## src/rtl/control_unit.sv

```systemverilog
// control_unit: hardwired fetch/decode/execute sequencer for a simple
// single-bus datapath. States IDLE, T0..T5 and HALT; every strobe is a
// register loaded on the edge that enters the state it belongs to, so
// each strobe is stable for the whole cycle and clears asynchronously
// with the state register.
//
// mem_ready is sampled on every edge that enters or stays in T1. The T1
// cycle that follows an edge with mem_ready=1 is the final fetch cycle:
// it adds Zlowout/PCin, and the next edge always moves on to T2. This is
// what limits PCin to a single cycle per fetch however long memory
// stalls.
module control_unit (
   input  logic        clock,
   input  logic        clear,
   input  logic        run,
   input  logic        mem_ready,
   input  logic [31:0] IR,
   output logic        PCout,
   output logic        PCin,
   output logic        IncPC,
   output logic        MARin,
   output logic        MDRin,
   output logic        MDRout,
   output logic        IRin,
   output logic        Yin,
   output logic        Zlowin,
   output logic        Zlowout,
   output logic        read,
   output logic [15:0] R_in,
   output logic [15:0] R_out,
   output logic [4:0]  ALU,
   output logic        running,
   output logic        halted,
   output logic        illegal
);

   localparam int unsigned OP_W  = 5;
   localparam int unsigned REG_W = 4;
   localparam int unsigned NREG  = 16;
   localparam int unsigned ALU_W = 5;

   localparam logic [OP_W-1:0]  OP_R_FIRST = 5'b00011;
   localparam logic [OP_W-1:0]  OP_R_LAST  = 5'b01111;
   localparam logic [OP_W-1:0]  OP_NOP     = 5'b11000;
   localparam logic [OP_W-1:0]  OP_HALT    = 5'b11011;
   localparam logic [ALU_W-1:0] ALU_BIAS   = 5'b00010;
   localparam logic [NREG-1:0]  REG_ONE    = 16'h0001;

   typedef enum logic [2:0] {
      S_IDLE = 3'd0,
      S_T0   = 3'd1,
      S_T1   = 3'd2,
      S_T2   = 3'd3,
      S_T3   = 3'd4,
      S_T4   = 3'd5,
      S_T5   = 3'd6,
      S_HALT = 3'd7
   } state_t;

   state_t state;
   state_t state_nx;

   // set while in the final T1 cycle of a fetch (memory data accepted)
   logic fetch_done;
   logic fetch_done_nx;

   // instruction fields
   logic [OP_W-1:0]  opcode;
   logic [REG_W-1:0] ra;
   logic [REG_W-1:0] rb;
   logic [REG_W-1:0] rc;
   logic             is_rtype;
   logic             is_nop;
   logic             is_halt;
   logic [ALU_W-1:0] alu_code;
   logic             unused_ir_bits;

   // next-cycle values of the registered outputs
   logic             pc_out_nx;
   logic             pc_in_nx;
   logic             inc_pc_nx;
   logic             mar_in_nx;
   logic             mdr_in_nx;
   logic             mdr_out_nx;
   logic             ir_in_nx;
   logic             y_in_nx;
   logic             zlow_in_nx;
   logic             zlow_out_nx;
   logic             read_nx;
   logic [NREG-1:0]  r_in_nx;
   logic [NREG-1:0]  r_out_nx;
   logic [ALU_W-1:0] alu_nx;
   logic             running_nx;
   logic             halted_nx;
   logic             illegal_nx;

   // field extraction and opcode classification
   assign opcode         = IR[31:27];
   assign ra             = IR[26:23];
   assign rb             = IR[22:19];
   assign rc             = IR[18:15];
   assign unused_ir_bits = ^IR[14:0];
   assign is_rtype       = (opcode >= OP_R_FIRST) && (opcode <= OP_R_LAST);
   assign is_nop         = (opcode == OP_NOP);
   assign is_halt        = (opcode == OP_HALT);
   assign alu_code       = ALU_W'(opcode - ALU_BIAS);

   // next-state selection and fetch-completion tracking
   always_comb begin
      state_nx      = state;
      fetch_done_nx = 1'b0;
      case (state)
         S_IDLE: begin
            if (run) state_nx = S_T0;
         end
         S_T0: begin
            state_nx      = S_T1;
            fetch_done_nx = mem_ready;
         end
         S_T1: begin
            if (fetch_done) begin
               state_nx = S_T2;
            end else begin
               state_nx      = S_T1;
               fetch_done_nx = mem_ready;
            end
         end
         S_T2: begin
            state_nx = S_T3;
         end
         S_T3: begin
            if (is_rtype)     state_nx = S_T4;
            else if (is_halt) state_nx = S_HALT;
            else              state_nx = S_T0;
         end
         S_T4: begin
            state_nx = S_T5;
         end
         S_T5: begin
            state_nx = S_T0;
         end
         S_HALT: begin
            if (run) state_nx = S_T0;
         end
         default: begin
            state_nx = S_IDLE;
         end
      endcase
   end

   // strobe decode for the state being entered
   always_comb begin
      pc_out_nx   = 1'b0;
      pc_in_nx    = 1'b0;
      inc_pc_nx   = 1'b0;
      mar_in_nx   = 1'b0;
      mdr_in_nx   = 1'b0;
      mdr_out_nx  = 1'b0;
      ir_in_nx    = 1'b0;
      y_in_nx     = 1'b0;
      zlow_in_nx  = 1'b0;
      zlow_out_nx = 1'b0;
      read_nx     = 1'b0;
      r_in_nx     = '0;
      r_out_nx    = '0;
      alu_nx      = '0;
      running_nx  = 1'b0;
      halted_nx   = 1'b0;
      illegal_nx  = 1'b0;
      case (state_nx)
         S_T0: begin
            pc_out_nx  = 1'b1;
            mar_in_nx  = 1'b1;
            inc_pc_nx  = 1'b1;
            zlow_in_nx = 1'b1;
            running_nx = 1'b1;
         end
         S_T1: begin
            read_nx    = 1'b1;
            mdr_in_nx  = 1'b1;
            running_nx = 1'b1;
            if (fetch_done_nx) begin
               zlow_out_nx = 1'b1;
               pc_in_nx    = 1'b1;
            end
         end
         S_T2: begin
            mdr_out_nx = 1'b1;
            ir_in_nx   = 1'b1;
            running_nx = 1'b1;
         end
         S_T3: begin
            running_nx = 1'b1;
            if (is_rtype) begin
               r_out_nx = REG_ONE << rb;
               y_in_nx  = 1'b1;
            end else if (!is_nop && !is_halt) begin
               illegal_nx = 1'b1;
            end
         end
         S_T4: begin
            running_nx = 1'b1;
            r_out_nx   = REG_ONE << rc;
            zlow_in_nx = 1'b1;
            alu_nx     = alu_code;
         end
         S_T5: begin
            running_nx  = 1'b1;
            zlow_out_nx = 1'b1;
            r_in_nx     = REG_ONE << ra;
            alu_nx      = alu_code;
         end
         S_HALT: begin
            halted_nx = 1'b1;
         end
         default: begin
            running_nx = 1'b0;
         end
      endcase
   end

   // state and output registers, cleared asynchronously
   always_ff @(posedge clock or negedge clear) begin
      if (!clear) begin
         state      <= S_IDLE;
         fetch_done <= 1'b0;
         PCout      <= 1'b0;
         PCin       <= 1'b0;
         IncPC      <= 1'b0;
         MARin      <= 1'b0;
         MDRin      <= 1'b0;
         MDRout     <= 1'b0;
         IRin       <= 1'b0;
         Yin        <= 1'b0;
         Zlowin     <= 1'b0;
         Zlowout    <= 1'b0;
         read       <= 1'b0;
         R_in       <= '0;
         R_out      <= '0;
         ALU        <= '0;
         running    <= 1'b0;
         halted     <= 1'b0;
         illegal    <= 1'b0;
      end else begin
         state      <= state_nx;
         fetch_done <= fetch_done_nx;
         PCout      <= pc_out_nx;
         PCin       <= pc_in_nx;
         IncPC      <= inc_pc_nx;
         MARin      <= mar_in_nx;
         MDRin      <= mdr_in_nx;
         MDRout     <= mdr_out_nx;
         IRin       <= ir_in_nx;
         Yin        <= y_in_nx;
         Zlowin     <= zlow_in_nx;
         Zlowout    <= zlow_out_nx;
         read       <= read_nx;
         R_in       <= r_in_nx;
         R_out      <= r_out_nx;
         ALU        <= alu_nx;
         running    <= running_nx;
         halted     <= halted_nx;
         illegal    <= illegal_nx;
      end
   end

endmodule

```

## config.mk

```make
export PLATFORM = sky130hd
export DESIGN_NAME = control_unit
export DESIGN_NICKNAME = d
export VERILOG_FILES = /design/src/rtl/control_unit.sv
export SDC_FILE = /design/constraint.sdc
export NUM_CORES = 1
export LEC_CHECK = 0
export CORE_MARGIN = 8
export CORE_UTILIZATION = 47
export DETAILED_ROUTE_END_ITERATION = 16
export GPL_ROUTABILITY_DRIVEN = 0
export PLACE_DENSITY = 0.83
export SLEW_MARGIN = 0
export SYNTH_ARGS = -nofsm -noshare
export SYNTH_HDL_FRONTEND = slang
export SYNTH_SLANG_ARGS = --single-unit
```

## constraint.sdc

```tcl
create_clock -name clock -period 4 [get_ports clock]
set_clock_uncertainty 0.2 [all_clocks]
set_input_delay 0.8 -clock clock [delete_from_list [all_inputs] [get_ports clock]]
set_output_delay 0.8 -clock clock [all_outputs]
set_load 0.02 [all_outputs]
```

# After elaboration in Yosys (flattened, before gate mapping)
# Cells that the tools add are included.
# word_totals
regBits	51
inputBits	36
out_inout_bits	51
elab_cells	71
# classes
n_addsub	1
n_lt_le_gt_ge	2
eq_ne	16
shifts	3
mux	25
reduce_logical	9
# ops
operator	count
$shl 1x4->16 const A	3
$mux 16	2
$pmux 16 s2	1
$eq 3x3->1 const B	8
$pmux 3 s7	1
$mux 1	15
$eq 3x2->1 const B	4
$eq 5x5->1 const B	2
$mux 3	3
$eq 3x1->1 const B	2
$reduce_or 2->1	3
$reduce_or 6->1	1
$ge 5x2->1 const B	1
$le 5x4->1 const B	1
$mux 5	1
$sub 5x2->5 const B	1
$pmux 1 s2	2
$logic_not 3->1	1
$logic_and 1x1->1	2
$logic_not 1->1	2

# Longest topological paths before layout
# Gate-level depths: netlist of the first run.
# depth
ltp_word	7
depth_mapped	7
depth_no_buf	6

# Worst setup path after synthesis of the first run
# Ideal clock, no wire load.
# synth_path
path_type	input port to flip-flop
startpoint	input IR[28]
endpoint	register R_out[15]
setup_time_ns	0.101
arrival_time_ns	1.935
t_required_ns	3.699
path_slack_ns	1.764
cell_stages	6
path_cell_list	ha_1 > and3_1 > a221oi_2 > o21ai_1 > buf_6 > o32ai_1
# synth_via
elab_chain_cells	6
# synth_lines
item	line_no	source
start, declared	17	input logic [31:0] IR,
$ge 5x2->1 (tied with other cells)	103	assign is_rtype = (opcode >= OP_R_FIRST) && (opcode <= OP_R_LAST);
$logic_and 1x1->1 or $mux 3 (tied branches)	103, 133	
$mux 3	132	if (is_rtype) state_nx = S_T4;
$pmux 3 s7	112	case (state)
$eq 3x3->1	170	case (state_nx)
$pmux 16 s2 (*)	170	
net r_out_nx[15]	91	logic [NREG-1:0] r_out_nx;
end signal, assigned	259	R_out <= r_out_nx;
end, declared	30	output logic [15:0] R_out,
# The timed path passes the listed nets; every way through them passes the cells marked *.

# Worst setup path in the final report of the first run
# Same ends and word-level chain as after synthesis.

==> results.md, run 1 <==
- Outcome: finished, final reports clean
- Net Count, Synth: 253
- Met2 capacity usage during global routing: 22.62%
- Crit Path Category: in -> reg
- Fin. max-slew vios: 0
- Crit path launch type: primary input
- Number of buffers between clock root and the deepest sink: 2
- Share of cell area taken by muxes after synthesis: 0.9540%
- H-Tree Depth: 2
- Fraction of layout cells with a size suffix above 1: 5.674%
- Antenna violation net count after detailed routing: 0
- CTS tree: yes
- Synthesis warning total: 0
- TritonCTS Buffers: 5
- Number of sinks driven by the clock tree: 51
- Clock insertion delay at the later pin of the skew report: 0.31 ns
- Unrepaired setup endpoints after global routing: false
- Die Span Y: 84.88 microns
- Largest voltage drop on the vdd net: 0.1823 mV
- Timing-limited maximum frequency: 0.3227 GHz
- Most common cell after layout, fill and taps aside: clkdlybuf4s50_1
- FP Rows: 25
- Worst slew slack as a fraction of its limit: 27.96%
- Met1 Resource Use GR: 17.26%
- Area growth from synthesis to final layout: 36.25%
- # resized after CTS: 0
- Via density: 5.387
- Layer with the highest usage after global routing: met2
- Post-CTS setup repair buffer count: 0
- Average cell area after synthesis: 10.42 sq um
- Switching Share: 34.63%
- Accumulated negative setup slack: 0 ns
- Critical path required time: 3.99 ns
- Cell count after synthesis: 214
- Synthesized area: 2230 sq um
- Count of hold buffers inserted by post-cts repair: 0
- PwrDens: 453.3 nW/um^2
- Synth cell types: 39
- Post-synth ARST share: 100.0%
- Share of the synthesized netlist area taken by xor and xnor gates: 1.178%
- Number of antenna repair diodes: 0
- Seq cells post-synth: 51
- Worst hold-check path type: reg -> reg
- Depth of the worst hold-timing path: 1
- I/O pin count: 87
- Worst Max-Slew Pin Slew: 1.081 ns
- Max-cap check violation count: 0
- Core area: 4661 sq um
- Wirelength per Cell: 15.34 microns
- Adder and majority cell fraction of the synthesized area: 1.684%
- Number of fillers in the final layout: 372
- Inst Count DP: 328
- Sequential fraction of design power: 45.1%
- Total wire length after detailed routing: 5.153 mm
- Switching power: 476.8 uW
- Worst setup EP type: register
- Wire length of the first global-routing pass: 8.176 mm
- Pleak: 0.001326 uW
- DRT Pass-1 Iters: 5
- Critical-path maximum fanout: 12
- Final critical path time including I/O delays and setup: 3.099 ns
- Count of port buffers added during placement: 71
- Internal cell power: 900.1 uW
- Part of the power in combinational logic: 32.4%
- Starting density of the core: 47.84%
- Hold Vio Cnt, Final: 0
- Layout Cells excl Fill: 336
- Starting DRC count in detailed routing: 96
- Fin nets: 320
- Residual DRC: 0
- Estimated wirelength of the detail-placed design: 3.896 mm
- Simple-gate share of the synthesized area: 24.92%
- Area fraction in compound gates after synthesis: 8.866%
- Count of final setup violators: 0
- Die area: 7204 sq um
- Clock power frac: 22.5%
- Met3 Track Usage GR: 4.344%
- Initial antenna violation count: 0
- Number of synthesized flops with an enable pin: 0
- Largest family of logic cells by synthesized area: simple AND/OR/NAND/NOR gates
- Vias in the first global route: 1681
- Width of the die: 84.88 microns
- Global-route usage over all layers: 14.12%
- Highest-count cells in the layout ignoring fill and taps: clkdlybuf4s50_1 (70), dfrtp_1 (51), nor2_1 (25), nand4_1 (16), nand2_1 (12)
- Clock input transition at the sequential cells of the worst setup and hold paths: 0.09 ns
- Final period util: 77.48%
- Crit path arrival time: 3.09 ns
- Largest net degree at the start of global routing: 52
- Primary flip-flop cell chosen by synthesis mapping: dfrtp_1
- Total via count in the routed design: 1810
- Share of the yosys chip area belonging to registers: 57.24%
- Gr ovfl total: 0
- Number of cells on the worst reg-to-reg path: 5
- Clock tree root buffer cell: clkbuf_8
==> layer usage <==
layer	vias up	wire length, microns
met1	852	2170
met3	4	438
met5	-	0
met2	75	2488
li1	879	-
met4	0	55
==> power groups by stage <==
stage	Clock, uW	Sequential, uW	Combinational (uW)
3_3_place_gp	0	631	438
3_5_place_dp	0	632	445
5_1_grt	340	628	483
4_1_cts	319	621	449
2_1_floorplan	0	654	264
6_report	310	621	446
==> path summary, 6_finish.rpt <==
kind | startpoint | endpoint | slack (ns)
worst max-delay path | IR[28] | R_out[15] | 0.90
worst min-delay path | fetch_done | IRin | 0.31
worst max register to register | state[2] | R_out[15] | 1.73
worst min register to register | fetch_done | IRin | 0.31
max in group asynchronous | clear | R_out[15] | 2.46
min in group asynchronous | clear | R_in[5] | 0.49
==> through the flow <==
step                      hold WS, ns  utilization (%)  area (sq um)  power [uW]  setup slack [ns]
after floorplan                0.2650                -          2230       918.8             1.764
after global placement         0.2878            63.09          2940        1069            0.7028
after detailed placement       0.3033            63.09          2940        1076            0.6395
after CTS                      0.3233            65.18          3038        1389            0.9601
after global routing           0.3522            65.18          3038        1452            0.7721
final                          0.3120            65.18          3038        1377            0.9008
==> synth_stat cells, types with 5 or more instances <==
master | n | area [sq um]
dfrtp_1 | 51 | 1276
inv_1 | 10 | 37.54
o22ai_1 | 8 | 50.05
nand4_1 | 16 | 100.1
buf_2 | 5 | 25.02
nor3_1 | 5 | 25.02
nor2_1 | 25 | 93.84
nor2b_1 | 11 | 68.82
nand3_1 | 9 | 45.04
nand2_1 | 12 | 45.04
nand2b_1 | 7 | 43.79
and2_1 | 7 | 43.79
==> layout make-up <==
type / instances / area (sq um) / area share (%)
well taps: 54 / 67.56 / 2.224
inverters: 10 / 37.54 / 1.236
flip-flops and latches: 51 / 1276 / 42.01
repair buffers: 73 / 720.7 / 23.72
multi-input cells: 140 / 838.3 / 27.59
clock inverters: 3 / 28.78 / 0.9473
clock buffers: 5 / 68.82 / 2.265
==> registers in the layout (all words and copies together), names as in the netlist <==
register / cells
ALU: 5
IRin: 1
MARin: 1
PCin: 1
R_in: 16
R_out: 16
Yin: 1
Zlowin: 1
Zlowout: 1
fetch_done: 1
halted: 1
illegal: 1
read: 1
running: 1
state: 3
==> logic make-up after synthesis <==
kind of cell,Yosys count
compound gates,28
xor+xnor,3
flops,51
fa+ha+maj,3
simple gates,104
mux,2
buf+inv,23
==> critical path, stage by stage <==
cell             delay, ns
clkdlybuf4s50_1       0.57
ha_1                  0.27
and3_1                0.18
a221oi_2              0.28
o21ai_1               0.35
buf_4                 0.29
o32ai_1               0.34
Note: power is estimated with default switching activity, not from simulation.
==> run 2: changes to the inputs <==
--- a/config.mk
+++ b/config.mk
@@ -6,10 +6,10 @@
 export NUM_CORES = 1
 export LEC_CHECK = 0
 export CORE_MARGIN = 8
-export CORE_UTILIZATION = 47
+export CORE_UTILIZATION = 39
 export DETAILED_ROUTE_END_ITERATION = 16
 export GPL_ROUTABILITY_DRIVEN = 0
-export PLACE_DENSITY = 0.83
+export PLACE_DENSITY = 0.74
 export SLEW_MARGIN = 0
 export SYNTH_ARGS = -nofsm -noshare
 export SYNTH_HDL_FRONTEND = slang
==> constraint.sdc (replaced) <==
create_clock -name clock -period 2.7 [get_ports clock]
set_clock_uncertainty 0.2 [all_clocks]
set_input_delay 0.54 -clock clock [delete_from_list [all_inputs] [get_ports clock]]
set_output_delay 0.54 -clock clock [all_outputs]
set_load 0.02 [all_outputs]
==> run 2 against run 1 <==
Effect of this change:
- critical path depth unchanged
- register-to-register slack worse by 0.96 ns
- cell count increased by 6.8%
- clock-buffer cell count is 1 higher
- power grew 50%
- sequential share of layout area shrank 1.0 points
- clock power grew 46%
- first-iteration DRC count rose by 44%
- global-route usage is 1.7 points lower
- critical path type unchanged
- critical endpoint is now R_out[5]
- largest cell class unchanged
==> results.md, run 2 (synthesized netlist as in run 1, its figures left out) <==
- Clock tree root buffer cell: clkbuf_8
- Register-to-register path setup slack: 0.77 ns (-0.96 ns)
- Starting density of the core: 40.49% (-7.3 points)
- Initial antenna violation count: 0 (unchanged)
- Area of combinational cells with multiple inputs: 838.3 sq um (unchanged)
- Worst setup EP type: register
- Crit Path Category: in -> reg
- Wirelength per Cell: 14.53 microns (-5.3%)
- Unrepaired setup endpoints after global routing: false
- Width of the die: 91.61 microns (+7.9%)
- Worst slew slack as a fraction of its limit: 59.73% (+32 points)
- Sequential cell area: 1276 sq um (unchanged)
- Critical-path maximum fanout: 20 (+8)
- Worst hold-check path type: in -> async
- # resized after CTS: 0 (unchanged)
- Hold slack final: 0.1398 ns (-0.1722 ns)
- Topmost layer with routed signal wires: met4
- Largest voltage drop on the vdd net: 0.3066 mV (+68%)
- Number of antenna repair diodes: 0 (unchanged)
- Die Span Y: 91.61 microns (+7.9%)
- I/O pin count: 87 (unchanged)
- Core area: 5507 sq um (+18%)
- Fraction of layout cells with a size suffix above 1: 7.317% (+1.6 points)
- Final critical-path setup slack: 0.3182 ns (-0.5826 ns)
- Largest registers: R_in: 16 flops, R_out: 16 flops, ALU: 5 flops
- Estimated wirelength of the detail-placed design: 3.954 mm (+1.5%)
- Met2 wirelength from detailed routing: 2.399 mm (-3.6%)
- Count of hold buffers inserted by post-cts repair: 0 (unchanged)
- Worst setup path startpoint: IR[28]
- Placement-stage worst setup slack: 0.04062 ns (-0.5989 ns)
- Clock insertion delay at the later pin of the skew report: 0.30 ns (about the same)
- Total wire length after detailed routing: 5.216 mm (+1.2%)
- Final critical path time including I/O delays and setup: 2.382 ns
- Antenna violation net count after detailed routing: 0 (unchanged)
- Outcome: finished, final reports clean
- Max-cap check violation count: 0 (unchanged)
- Pwr Total: 2062 uW (+50%)
- Via density: 5.089 (-5.5%)
- Critical register-to-register path startpoint: state[1]
- Number of buffers between clock root and the deepest sink: 2 (unchanged)
- Pleak: 0.001353 uW (+2.1%)
- H-Tree Depth: 2 (unchanged)
- Timing-limited maximum frequency: 0.4199 GHz
- Hold Vio Cnt, Final: 0 (unchanged)
- Final core utilization: 56.51% (-8.7 points)
- Final period util: 88.21%
- Crit path arrival time: 2.37 ns (-0.72 ns)
- FP Rows: 27 (+8.0%)
- Accumulated negative setup slack: 0 ns (unchanged)
- Count of final setup violators: 0 (unchanged)
- Post-CTS setup repair buffer count: 0 (unchanged)
- Gr ovfl total: 0 (unchanged)
- CTS tree: yes
- Fin. max-slew vios: 0 (unchanged)
- DRT Pass-1 Iters: 4 (-1)
- Global-route usage over all layers: 12.44% (-1.7 points)
- Largest net degree at the start of global routing: 52 (unchanged)
- Critical path required time: 2.68 ns (-1.31 ns)
- Clock input transition at the sequential cells of the worst setup and hold paths: 0.09 ns (about the same)
- Worst Max-Slew Pin Slew: 0.6040 ns (-0.4767 ns)
- Fin nets: 325 (+1.6%)
- Highest-count cells in the layout ignoring fill and taps: clkdlybuf4s50_1 (70), dfrtp_1 (51), nor2_1 (25), nand4_1 (16), nand2_1 (12)
- Residual DRC: 0 (unchanged)
- Area growth from synthesis to final layout: 39.56%
- TritonCTS Buffers: 5 (unchanged)
- DRT met1 WL: 2.242 mm (+3.3%)
- Wire length of the first global-routing pass: 8.528 mm (+4.3%)
- Total via count in the routed design: 1827 (+0.94%)
- Count of port buffers added during placement: 71 (unchanged)
- Vias in the first global route: 1730 (+2.9%)
- Number of fillers in the final layout: 480 (+29%)
- PwrDens: 662.7 nW/um^2 (+46%)
- Met3 WL: 450 microns (+2.7%)
- Number of sinks driven by the clock tree: 51 (unchanged)
- Most common cell after layout, fill and taps aside: clkdlybuf4s50_1
- Crit path launch type: primary input
- Starting DRC count in detailed routing: 138 (+44%)
- Die area: 8392 sq um (+16%)
run 2: changes by cell type in the layout (fill, tap and decap cells not counted):
cell        previous run  this run
clkinvlp_4             0         1
clkinv_4               2         1
inv_8                  1         0
buf_12                 0         1
buf_4                  2         6
clkbuf_8               5         6
run 2: layout make-up:
| class | instances | area share, % |
|---|---|---|
| repair buffers | 78 | 24.77 |
| well taps | 72 | 2.895 |
| inverters | 10 | 1.206 |
| clock buffers | 6 | 2.654 |
| clock inverters | 2 | 0.5227 |
| flip-flops and latches | 51 | 41.01 |
| multi-input cells | 140 | 26.94 |
run 2: routing by layer:
layer  vias to the layer above  track usage (%)
met1                       867            15.14
met3                        10            4.482
met2                        64            19.15
met4                         0            6.003
met5                         -                0
li1                        886                -
run 2: critical path, cell delays in order:
cell and delay (ns):
clkdlybuf4s50_1 0.48, ha_1 0.22, and3_1 0.19, a221oi_2 0.28
o21ai_1 0.16, buf_12 0.18, o32ai_1 0.32
run 2: per-stage QoR:
step | std cells | cell area [sq um]
floorplan | 214 | 2230
global placement | 351 | 3013
detailed placement | 351 | 3013
CTS | 359 | 3112
global route | 359 | 3112
finish | 359 | 3112
run 2: final timing paths:
| kind | end | depth (start not counted) |
|---|---|---|
| max | R_out[5] | 7 |
| max in group asynchronous | state[2] | 2 |
| max reg2reg | R_out[5] | 4 |
| min in group clock | IRin | 1 |
| min | R_in[2] | 2 |
| min reg2reg | IRin | 1 |
run 2: report_power, final:
part	switching, uW	internal [uW]
logic	376	313
clock network	244	209
registers	71.5	848
total	692	1370
==> run 3: changes to the inputs <==
--- a/config.mk
+++ b/config.mk
@@ -10,6 +10,7 @@
 export DETAILED_ROUTE_END_ITERATION = 16
 export GPL_ROUTABILITY_DRIVEN = 0
 export PLACE_DENSITY = 0.74
+export RECOVER_POWER = 100
 export SLEW_MARGIN = 0
 export SYNTH_ARGS = -nofsm -noshare
 export SYNTH_HDL_FRONTEND = slang
==> run 3 against run 2 <==
Effect of this change:
- utilization hardly changed
- cell count is the same
- global-route usage did not move
- combinational power fell by 4.6%
- sequential cell count is the same
- design area is essentially flat
- critical path depth did not move
- register-to-register slack improved by 0.03 ns
- power down 1.8%
- die area did not move
- critical path type unchanged
- critical endpoint unchanged
- largest cell class unchanged
==> results.md, run 3 (synthesized netlist as in run 1, its figures left out) <==
- Largest net degree at the start of global routing: 52 (unchanged)
- Crit Path Category: in -> reg
- Clock insertion delay at the later pin of the skew report: 0.30 ns (about the same)
- I/O pin count: 87 (unchanged)
- Accumulated negative setup slack: 0 ns (unchanged)
- Unrepaired setup endpoints after global routing: false
- Count of port buffers added during placement: 71 (unchanged)
- Highest-count cells in the layout ignoring fill and taps: dlygate4sd3_1 (53), dfrtp_1 (51), nor2_1 (25), clkdlybuf4s50_1 (17), nand4_1 (16)
- Number of buffers between clock root and the deepest sink: 2 (unchanged)
- Number of antenna repair diodes: 0 (unchanged)
- Worst Max-Slew Pin Slew: 1.186 ns (+0.5817 ns)
- Estimated wirelength of the detail-placed design: 3.954 mm (unchanged)
- Wirelength per Cell: 14.48 microns (-0.33%)
- Timing-limited maximum frequency: 0.4041 GHz (-3.7%)
- Critical-path maximum fanout: 20 (unchanged)
- Initial antenna violation count: 0 (unchanged)
- Number of sinks driven by the clock tree: 51 (unchanged)
- Pwr Total: 2025 uW (-1.8%)
- Hold Vio Cnt, Final: 0 (unchanged)
- Largest voltage drop on the vdd net: 0.3030 mV (-1.2%)
- CTS tree: yes
- Outcome: finished, final reports clean
- Core area: 5507 sq um (unchanged)
- Most common cell after layout, fill and taps aside: dlygate4sd3_1
- Count of hold buffers inserted by post-cts repair: 0 (unchanged)
- Total via count in the routed design: 1819 (-0.44%)
- Largest registers: R_in: 16 flops, R_out: 16 flops, ALU: 5 flops
- Die area: 8392 sq um (unchanged)
- Clock input transition at the sequential cells of the worst setup and hold paths: 0.09 ns (about the same)
- Residual DRC: 0 (unchanged)
- Clock tree root buffer cell: clkbuf_8
- Crit path arrival time: 2.46 ns (+0.09 ns)
- Antenna violation net count after detailed routing: 0 (unchanged)
- Final critical path time including I/O delays and setup: 2.474 ns (+0.09269 ns)
- Slowest cell on the critical path: dlygate4sd3_1
- Starting density of the core: 40.49% (unchanged)
- Register-to-register path setup slack: 0.80 ns (+0.03 ns)
- Wire length of the first global-routing pass: 8.528 mm (unchanged)
- FP Rows: 27 (unchanged)
- Vias in the first global route: 1730 (unchanged)
- Crit path launch type: primary input
- PwrDens: 651.4 nW/um^2 (-1.7%)
- Fin nets: 325 (unchanged)
- Worst setup EP type: register
- TritonCTS Buffers: 5 (unchanged)
- Max-cap check violation count: 0 (unchanged)
- DRT Pass-1 Iters: 4 (unchanged)
- H-Tree Depth: 2 (unchanged)
- Global-route usage over all layers: 12.44% (unchanged)
- Final period util: 91.65% (+3.4 points)
- Via density: 5.067 (-0.44%)
- Worst hold-check path type: reg -> reg
- Crit-path max cell delay: 0.60 ns (+0.12 ns)
- Ordered cell list for the critical path: dlygate4sd3_1 > ha_1 > and3_1 > a221oi_2 > o21ai_1 > buf_12 > o32ai_1
- Pleak: 0.001515 uW (+12%)
- Post-CTS setup repair buffer count: 0 (unchanged)
- Gr ovfl total: 0 (unchanged)
- Total wire length after detailed routing: 5.199 mm (-0.33%)
- Fin. max-slew vios: 0 (unchanged)
- Number of fillers in the final layout: 480 (unchanged)
- Area growth from synthesis to final layout: 39.45% (about the same)
- # resized after CTS: 0 (unchanged)
- Count of final setup violators: 0 (unchanged)
- Width of the die: 91.61 microns (unchanged)
- Critical path required time: 2.69 ns (about the same)
- Starting DRC count in detailed routing: 125 (-9.4%)
- Worst slew slack as a fraction of its limit: 20.95% (-39 points)
- Die Span Y: 91.61 microns (unchanged)
- Fraction of layout cells with a size suffix above 1: 7.317% (unchanged)
run 3: worst max-delay path: cells and delay by family:
family | cells | cell delay [ns]
buffers and inverters | 2 | 0.78
AO/OA/AOI/OAI | 3 | 0.74
adder cells (fa/ha/maj) | 1 | 0.21
AND/OR/NAND/NOR | 1 | 0.19
run 3: path summary, 6_finish.rpt:
kind / start / end / depth (start not counted)
max in group asynchronous: clear / state[2] / 2
min in group asynchronous: clear / R_in[2] / 2
max: IR[28] / R_out[5] / 7
min: fetch_done / IRin / 1
max reg2reg: state[1] / R_out[5] / 4
min reg2reg: fetch_done / IRin / 1
run 3: metrics by stage:
stage	utilization (%)	worst slack [ns]	hold WS, ns	std cells	cell area [sq um]
after detailed placement	54.71	0.04062	0.2875	351	3013
after global routing	56.46	0.1336	0.3513	359	3109
after global placement	54.71	0.08502	0.2878	351	3013
after floorplan	-	0.7244	0.04441	214	2230
final	56.46	0.2255	0.2978	359	3109
after CTS	56.51	0.3531	0.1667	359	3112
run 3: report_power, final:
part           total, uW  internal [uW]  switching (uW)
Clock                453            209             244
Combinational        657            281             376
Sequential           916            848            67.8
run 3: metal layers:
layer  vias up  global-route usage (%)  part of all wire (%)
met5         -                       0                     0
met1       848                   15.14                    42
met2        75                   19.15                    46
met3         8                   4.482                   9.8
met4         0                   6.003                   2.1
li1        888                       -                     -
run 3: cell type report:
cell class | instances | area (sq um) | share of cell area [%]
Inverter | 10 | 37.54 | 1.207
Clock inverter | 2 | 16.27 | 0.5231
Tap cell | 72 | 90.09 | 2.897
Clock buffer | 6 | 82.58 | 2.656
Timing Repair Buffer | 78 | 768.2 | 24.71
Multi-Input combinational cell | 140 | 838.3 | 26.96
Sequential cell | 51 | 1276 | 41.05
